File: src/rtl/crc8_frame_receiver.sv
// -----------------------------------------------------------------------------
// crc8_frame_receiver
// Receive-side deframer for the application-layer byte link. Hunts for
// SYNC_BYTE, then collects 4 payload bytes (MSB first) and 1 CRC byte. The
// CRC8 is recomputed over the payload (poly 0xD5, init 0x00, no reflection,
// no final XOR). The word and a crc_ok flag go out on a valid/ready port.
//
// Optional feature: define RX_DROP_BAD_CRC_EN to discard frames whose CRC
// does not match instead of delivering them with out_crc_ok=0.
//
// Ports:
//   clk        clock
//   rst_n      asynchronous active-low reset
//   in_data    received byte
//   in_valid   in_data valid
//   in_ready   receiver can accept a byte (low only while an output is held)
//   out_data   assembled payload, first byte in [31:24]
//   out_crc_ok received CRC matched the recomputed CRC
//   out_valid  out_data/out_crc_ok valid
//   out_ready  consumer accepts the output
//   frame_err  one-cycle pulse on timeout abort or CRC mismatch
//   err_count  saturating count of frame_err pulses
// -----------------------------------------------------------------------------
module crc8_frame_receiver #(
   parameter logic [7:0]  SYNC_BYTE    = 8'hA5,
   parameter int unsigned IDLE_TIMEOUT = 1024,
   parameter int unsigned TO_WIDTH     = 16
) (
   input  logic        clk,
   input  logic        rst_n,
   input  logic [7:0]  in_data,
   input  logic        in_valid,
   output logic        in_ready,
   output logic [31:0] out_data,
   output logic        out_crc_ok,
   output logic        out_valid,
   input  logic        out_ready,
   output logic        frame_err,
   output logic [7:0]  err_count
);

   typedef enum logic [1:0] {HUNT, DATA, CHECK, HOLD} state_t;

   // Timeout fires on the idle cycle that would bring the gap count to
   // IDLE_TIMEOUT, i.e. when the registered count already equals IDLE_TIMEOUT-1.
   localparam bit                  TO_EN   = (IDLE_TIMEOUT != 0);
   localparam logic [TO_WIDTH-1:0] TO_LAST = TO_WIDTH'(IDLE_TIMEOUT - 1);

   state_t              state_reg, state_next;
   logic [1:0]          idx_reg, idx_next;
   logic [7:0]          crc_reg, crc_next;
   logic [31:0]         payload_reg, payload_next;
   logic [TO_WIDTH-1:0] gap_reg, gap_next;
   logic [31:0]         out_data_reg, out_data_next;
   logic                out_crc_ok_reg, out_crc_ok_next;
   logic                out_valid_reg, out_valid_next;
   logic                frame_err_reg, frame_err_next;
   logic [7:0]          err_count_reg, err_count_next;

   logic                accept;
   logic                crc_match;
   logic                timed_out;
   logic [7:0]          err_count_inc;

   // Byte-wide CRC8 update: fold the byte in, then 8 MSB-first shift steps.
   function automatic logic [7:0] crc8_update(input logic [7:0] crc, input logic [7:0] data);
      logic [7:0] c;
      c = crc ^ data;
      for (int i = 0; i < 8; i++) begin
         c = c[7] ? ({c[6:0], 1'b0} ^ 8'hD5) : {c[6:0], 1'b0};
      end
      return c;
   endfunction

   assign in_ready      = (state_reg != HOLD);
   assign accept        = in_valid && in_ready;
   assign crc_match     = (in_data == crc_reg);
   assign timed_out     = TO_EN && !accept && (gap_reg == TO_LAST);
   assign err_count_inc = (err_count_reg == 8'hFF) ? err_count_reg : err_count_reg + 8'd1;

   always_comb begin
      state_next      = state_reg;
      idx_next        = idx_reg;
      crc_next        = crc_reg;
      payload_next    = payload_reg;
      gap_next        = gap_reg;
      out_data_next   = out_data_reg;
      out_crc_ok_next = out_crc_ok_reg;
      out_valid_next  = out_valid_reg;
      frame_err_next  = 1'b0;
      err_count_next  = err_count_reg;

      case (state_reg)
         HUNT: begin
            gap_next = '0;
            if (accept && in_data == SYNC_BYTE) begin
               state_next = DATA;
               idx_next   = 2'd0;
               crc_next   = 8'h00;
            end
         end

         DATA: begin
            if (accept) begin
               gap_next     = '0;
               payload_next = {payload_reg[23:0], in_data};
               crc_next     = crc8_update(crc_reg, in_data);
               idx_next     = idx_reg + 2'd1;
               if (idx_reg == 2'd3) begin
                  state_next = CHECK;
               end
            end else if (timed_out) begin
               state_next     = HUNT;
               gap_next       = '0;
               frame_err_next = 1'b1;
               err_count_next = err_count_inc;
            end else begin
               gap_next = gap_reg + 1'b1;
            end
         end

         CHECK: begin
            if (accept) begin
               gap_next = '0;
               if (!crc_match) begin
                  frame_err_next = 1'b1;
                  err_count_next = err_count_inc;
               end
`ifdef RX_DROP_BAD_CRC_EN
               if (crc_match) begin
                  out_data_next   = payload_reg;
                  out_crc_ok_next = 1'b1;
                  out_valid_next  = 1'b1;
                  state_next      = HOLD;
               end else begin
                  state_next = HUNT;
               end
`else
               out_data_next   = payload_reg;
               out_crc_ok_next = crc_match;
               out_valid_next  = 1'b1;
               state_next      = HOLD;
`endif
            end else if (timed_out) begin
               state_next     = HUNT;
               gap_next       = '0;
               frame_err_next = 1'b1;
               err_count_next = err_count_inc;
            end else begin
               gap_next = gap_reg + 1'b1;
            end
         end

         HOLD: begin
            gap_next = '0;
            if (out_valid_reg && out_ready) begin
               out_valid_next = 1'b0;
               state_next     = HUNT;
            end
         end

         default: state_next = HUNT;
      endcase
   end

   always_ff @(posedge clk or negedge rst_n) begin
      if (!rst_n) begin
         state_reg      <= HUNT;
         idx_reg        <= 2'd0;
         crc_reg        <= 8'h00;
         payload_reg    <= 32'h0;
         gap_reg        <= '0;
         out_data_reg   <= 32'h0;
         out_crc_ok_reg <= 1'b0;
         out_valid_reg  <= 1'b0;
         frame_err_reg  <= 1'b0;
         err_count_reg  <= 8'h00;
      end else begin
         state_reg      <= state_next;
         idx_reg        <= idx_next;
         crc_reg        <= crc_next;
         payload_reg    <= payload_next;
         gap_reg        <= gap_next;
         out_data_reg   <= out_data_next;
         out_crc_ok_reg <= out_crc_ok_next;
         out_valid_reg  <= out_valid_next;
         frame_err_reg  <= frame_err_next;
         err_count_reg  <= err_count_next;
      end
   end

   assign out_data   = out_data_reg;
   assign out_crc_ok = out_crc_ok_reg;
   assign out_valid  = out_valid_reg;
   assign frame_err  = frame_err_reg;
   assign err_count  = err_count_reg;

endmodule

File: config.mk
export PLATFORM = sky130hd
export DESIGN_NAME = crc8_frame_receiver
export DESIGN_NICKNAME = d
export VERILOG_FILES = /design/src/rtl/crc8_frame_receiver.sv
export SDC_FILE = /design/constraint.sdc
export NUM_CORES = 1
export LEC_CHECK = 0
export BUFFER_PORTS_ARGS = -buffer_cell sky130_fd_sc_hd__buf_2
export CAP_MARGIN = 20
export CORE_AREA = 8 8 95 97
export CTS_CLUSTER_DIAMETER = 30
export DETAILED_ROUTE_END_ITERATION = 10
export DIE_AREA = 0 0 103 105
export PLACE_DENSITY = 0.94
export SLEW_MARGIN = 25
export SYNTH_ARGS = -nofsm -noshare
export SYNTH_HDL_FRONTEND = slang
export SYNTH_SLANG_ARGS = --single-unit
File: constraint.sdc
create_clock -name clk -period 5.6 [get_ports clk]
set_clock_uncertainty 0.2 [all_clocks]
set_input_delay 1.12 -clock clk [delete_from_list [all_inputs] [get_ports clk]]
set_output_delay 1.12 -clock clk [all_outputs]
set_load 0.005 [all_outputs]
==> flow_metrics.py <==
metrics = {
    "die": {
        "io_pins": 56,
        "chipWidth_um": 103,
        "dieHeight_um": 105,
        "initial_core_util": 0.605,
        "core_area_um2": 7530,
        "fp-row-count": 32,
        "dieArea_um2": 10800,
    },
    "timing": {
        "grt_setup_unrepaired": "no",
        "slew_violations": 0,
        "finalSetupViolCount": 0,
        "finalCritPeriodShare": 0.517,
        "final_hold_viol_count": 0,
        "period_needed_ns": 2.89,
        "slew_headroom": 0.376,
        "fin_ws_ns": 2.71,
        "max_freq_mhz": 346,
        "tns_ns": 0,
        "worst_pin_slew_ns": 0.931,
    },
    "clock_tree": {
        "cts_buffers": 9,
        "clock_path_buffers": 2,
        "clockRootBuffer": "clkbuf_8",
        "path_clk_slew_ns": 0.11,
        "post_cts_resized": 0,
        "htree_levels": 3,
        "insertion_delay_ns": 0.37,
        "cts_tree": "done",
        "clock-sinks": 103,
        "holdBufCountCts": 0,
        "post_cts_buffers": 0,
    },
    "finish": {
        "final_nets": 429,
        "final_layout_size_suffix_gt1_frac": 0.351,
        "fillers": 549,
        "finalNonFillerCells": 515,
        "multi_input_area_um2": 1910,
        "syn_to_final_growth_pct": 13.4,
        "antennaDiodeCount": 0,
        "regArea_um2": 2580,
    },
    "logic_synthesis": {
        "syn_inst": 348,
        "synth.net_count": 369,
        "yosys_warnings": 0,
        "synth_edf_count": 0,
        "yosysUniqueCellTypes": 44,
        "synth_top_cell_by_area": "dfrtp_1",
        "yosys-top-cells-area": "dfrtp_1 57%, mux2_2 16%, xnor2_1 4.4%",
        "ys.flop_type": "dfrtp_1",
        "ys_ff_latch": 103,
        "synth_top_area_frac": 0.566,
        "async_flop_share": 1.00,
        "synth_area_um2": 4550,
        "yosysSeqAreaShare": 0.566,
        "avgSynthCellArea_um2": 13.1,
    },
    "job": {
        "drv_cap": 0,
    },
    "detailed_routing": {
        "ant_nets": 0,
        "viasPerCell": 5.73,
        "drt_pre_antenna_iters": 6,
        "num_vias": 2953,
        "drc": 0,
        "wirelength_um": 9330,
        "wire_per_inst_um": 18.1,
        "drt-initial-drc-count": 103,
    },
    "global_routing": {
        "grt_max_degree": 66,
        "antenna_found_initial": 0,
        "grt_pass1_vias": 3087,
        "grt_pass1_wl_um": 15500,
        "track_usage": 0.183,
        "grt.overflow.total": 0,
    },
    "setup_path": {
        "crit_type": "reg2reg",
        "path_max_fanout": 37,
        "start_kind": "flop",
        "cp.arrival_ns": 2.96,
        "worst_setup_path_end_kind": "flop",
        "critPathRequiredTime_ns": 5.67,
    },
    "placed_design": {
        "place_congestion": 0.796,
        "dp_hpwl_um": 6540,
        "io_buffers": 55,
        "place_inst": 499,
        "pre_cts_ws_ns": 2.33,
    },
    "status": {
        "status": "finished, final reports clean",
    },
    "power_and_ir_drop": {
        "leakagePower_uw": 0.00245,
        "vdd_drop_max_mv": 0.256,
        "powerDensity_nw_per_um2": 529,
    },
    "min_path": {
        "worstHoldPathType": "reg2reg",
    },
}
final cells by class:
cell class / instances / area share
Multi-Input combinational cell: 229 / 0.369
Clock buffer: 9 / 0.0240
Timing Repair Buffer: 57 / 0.0567
Clock inverter: 7 / 0.0203
Tap cell: 102 / 0.0247
Inverter: 8 / 0.00581
Sequential cell: 103 / 0.499
worst max-delay path, stage by stage (launching register included):
cell,delay [ns]
dfrtp_1,0.43
inv_1,0.13
ha_1,0.32
nand3b_2,0.72
and4_1,0.53
o2111ai_1,0.11
mux2_1,0.34
through the flow:
step / utilization / hold slack (ns) / total power (µW) / instance area, µm²
2_1_floorplan: - / 0.255 / 1880 / 4550
3_3_place_gp: 0.656 / 0.273 / 2140 / 4940
3_5_place_dp: 0.656 / 0.279 / 2240 / 4940
4_1_cts: 0.686 / 0.292 / 2750 / 5160
5_1_grt: 0.686 / 0.325 / 2890 / 5160
6_report: 0.686 / 0.292 / 2730 / 5160
placed cells by master, fill, tap and decap left out, types with 10 or more instances in the layout:
master   netlist  routed
mux2_2        65      65
xor2_1        15      15
buf_2          0      54
nand2_1       21      21
nor2_1        20      20
dfrtp_1      103     103
o21ai_0       10      10
xnor2_1       23      23
metal layers:
layer  vias up  share of wire  track usage
li1       1351              -            -
met1      1500           0.40        0.213
met2        81           0.53        0.309
met3        21          0.051       0.0498
met4         0          0.027       0.0745
met5         -              0            0
kinds of logic after synthesis:
kind of cell             share of synthesized area
AND/OR/NAND/NOR                             0.0929
XOR/XNOR                                    0.0868
AO/OA/AOI/OAI                               0.0489
flip-flops                                   0.566
adder cells (fa/ha/maj)                     0.0247
multiplexers                                 0.166
buffers and inverters                       0.0148
cells in the mapped netlist, types with 2 or more instances:
cell type / n
nand2b_1: 2
o211ai_1: 2
dfrtp_1: 103
o21ai_0: 10
nand2_1: 21
xor2_1: 15
nor4bb_1: 2
buf_1: 3
and4_1: 3
clkbuf_1: 4
or3_1: 2
nand3_1: 9
o2111ai_1: 4
mux2_1: 2
mux2_2: 65
nand4_1: 3
and3_1: 7
a22o_1: 3
inv_1: 8
xnor2_1: 23
nor2_1: 20
a21oi_1: 6
nor2b_1: 2
ha_1: 9
report_power, final:
part	internal (µW)	switching [µW]
Clock	222	280
Sequential	1030	196
Combinational	523	489
Total	1770	964
path summary, 6_finish.rpt:
path	cells after the start	endpoint	start	slack, ns
max	6	err_count[7]	state_reg[1]	2.71
min	1	gap_reg[0]	gap_reg[0]	0.29
max reg2reg	6	err_count[7]	state_reg[1]	2.71
min reg2reg	1	gap_reg[0]	gap_reg[0]	0.29
max in group asynchronous	2	gap_reg[6]	rst_n	3.54
min in group asynchronous	1	payload_reg[2]	rst_n	0.50
No activity file was read; power rests on OpenSTA's default activity.
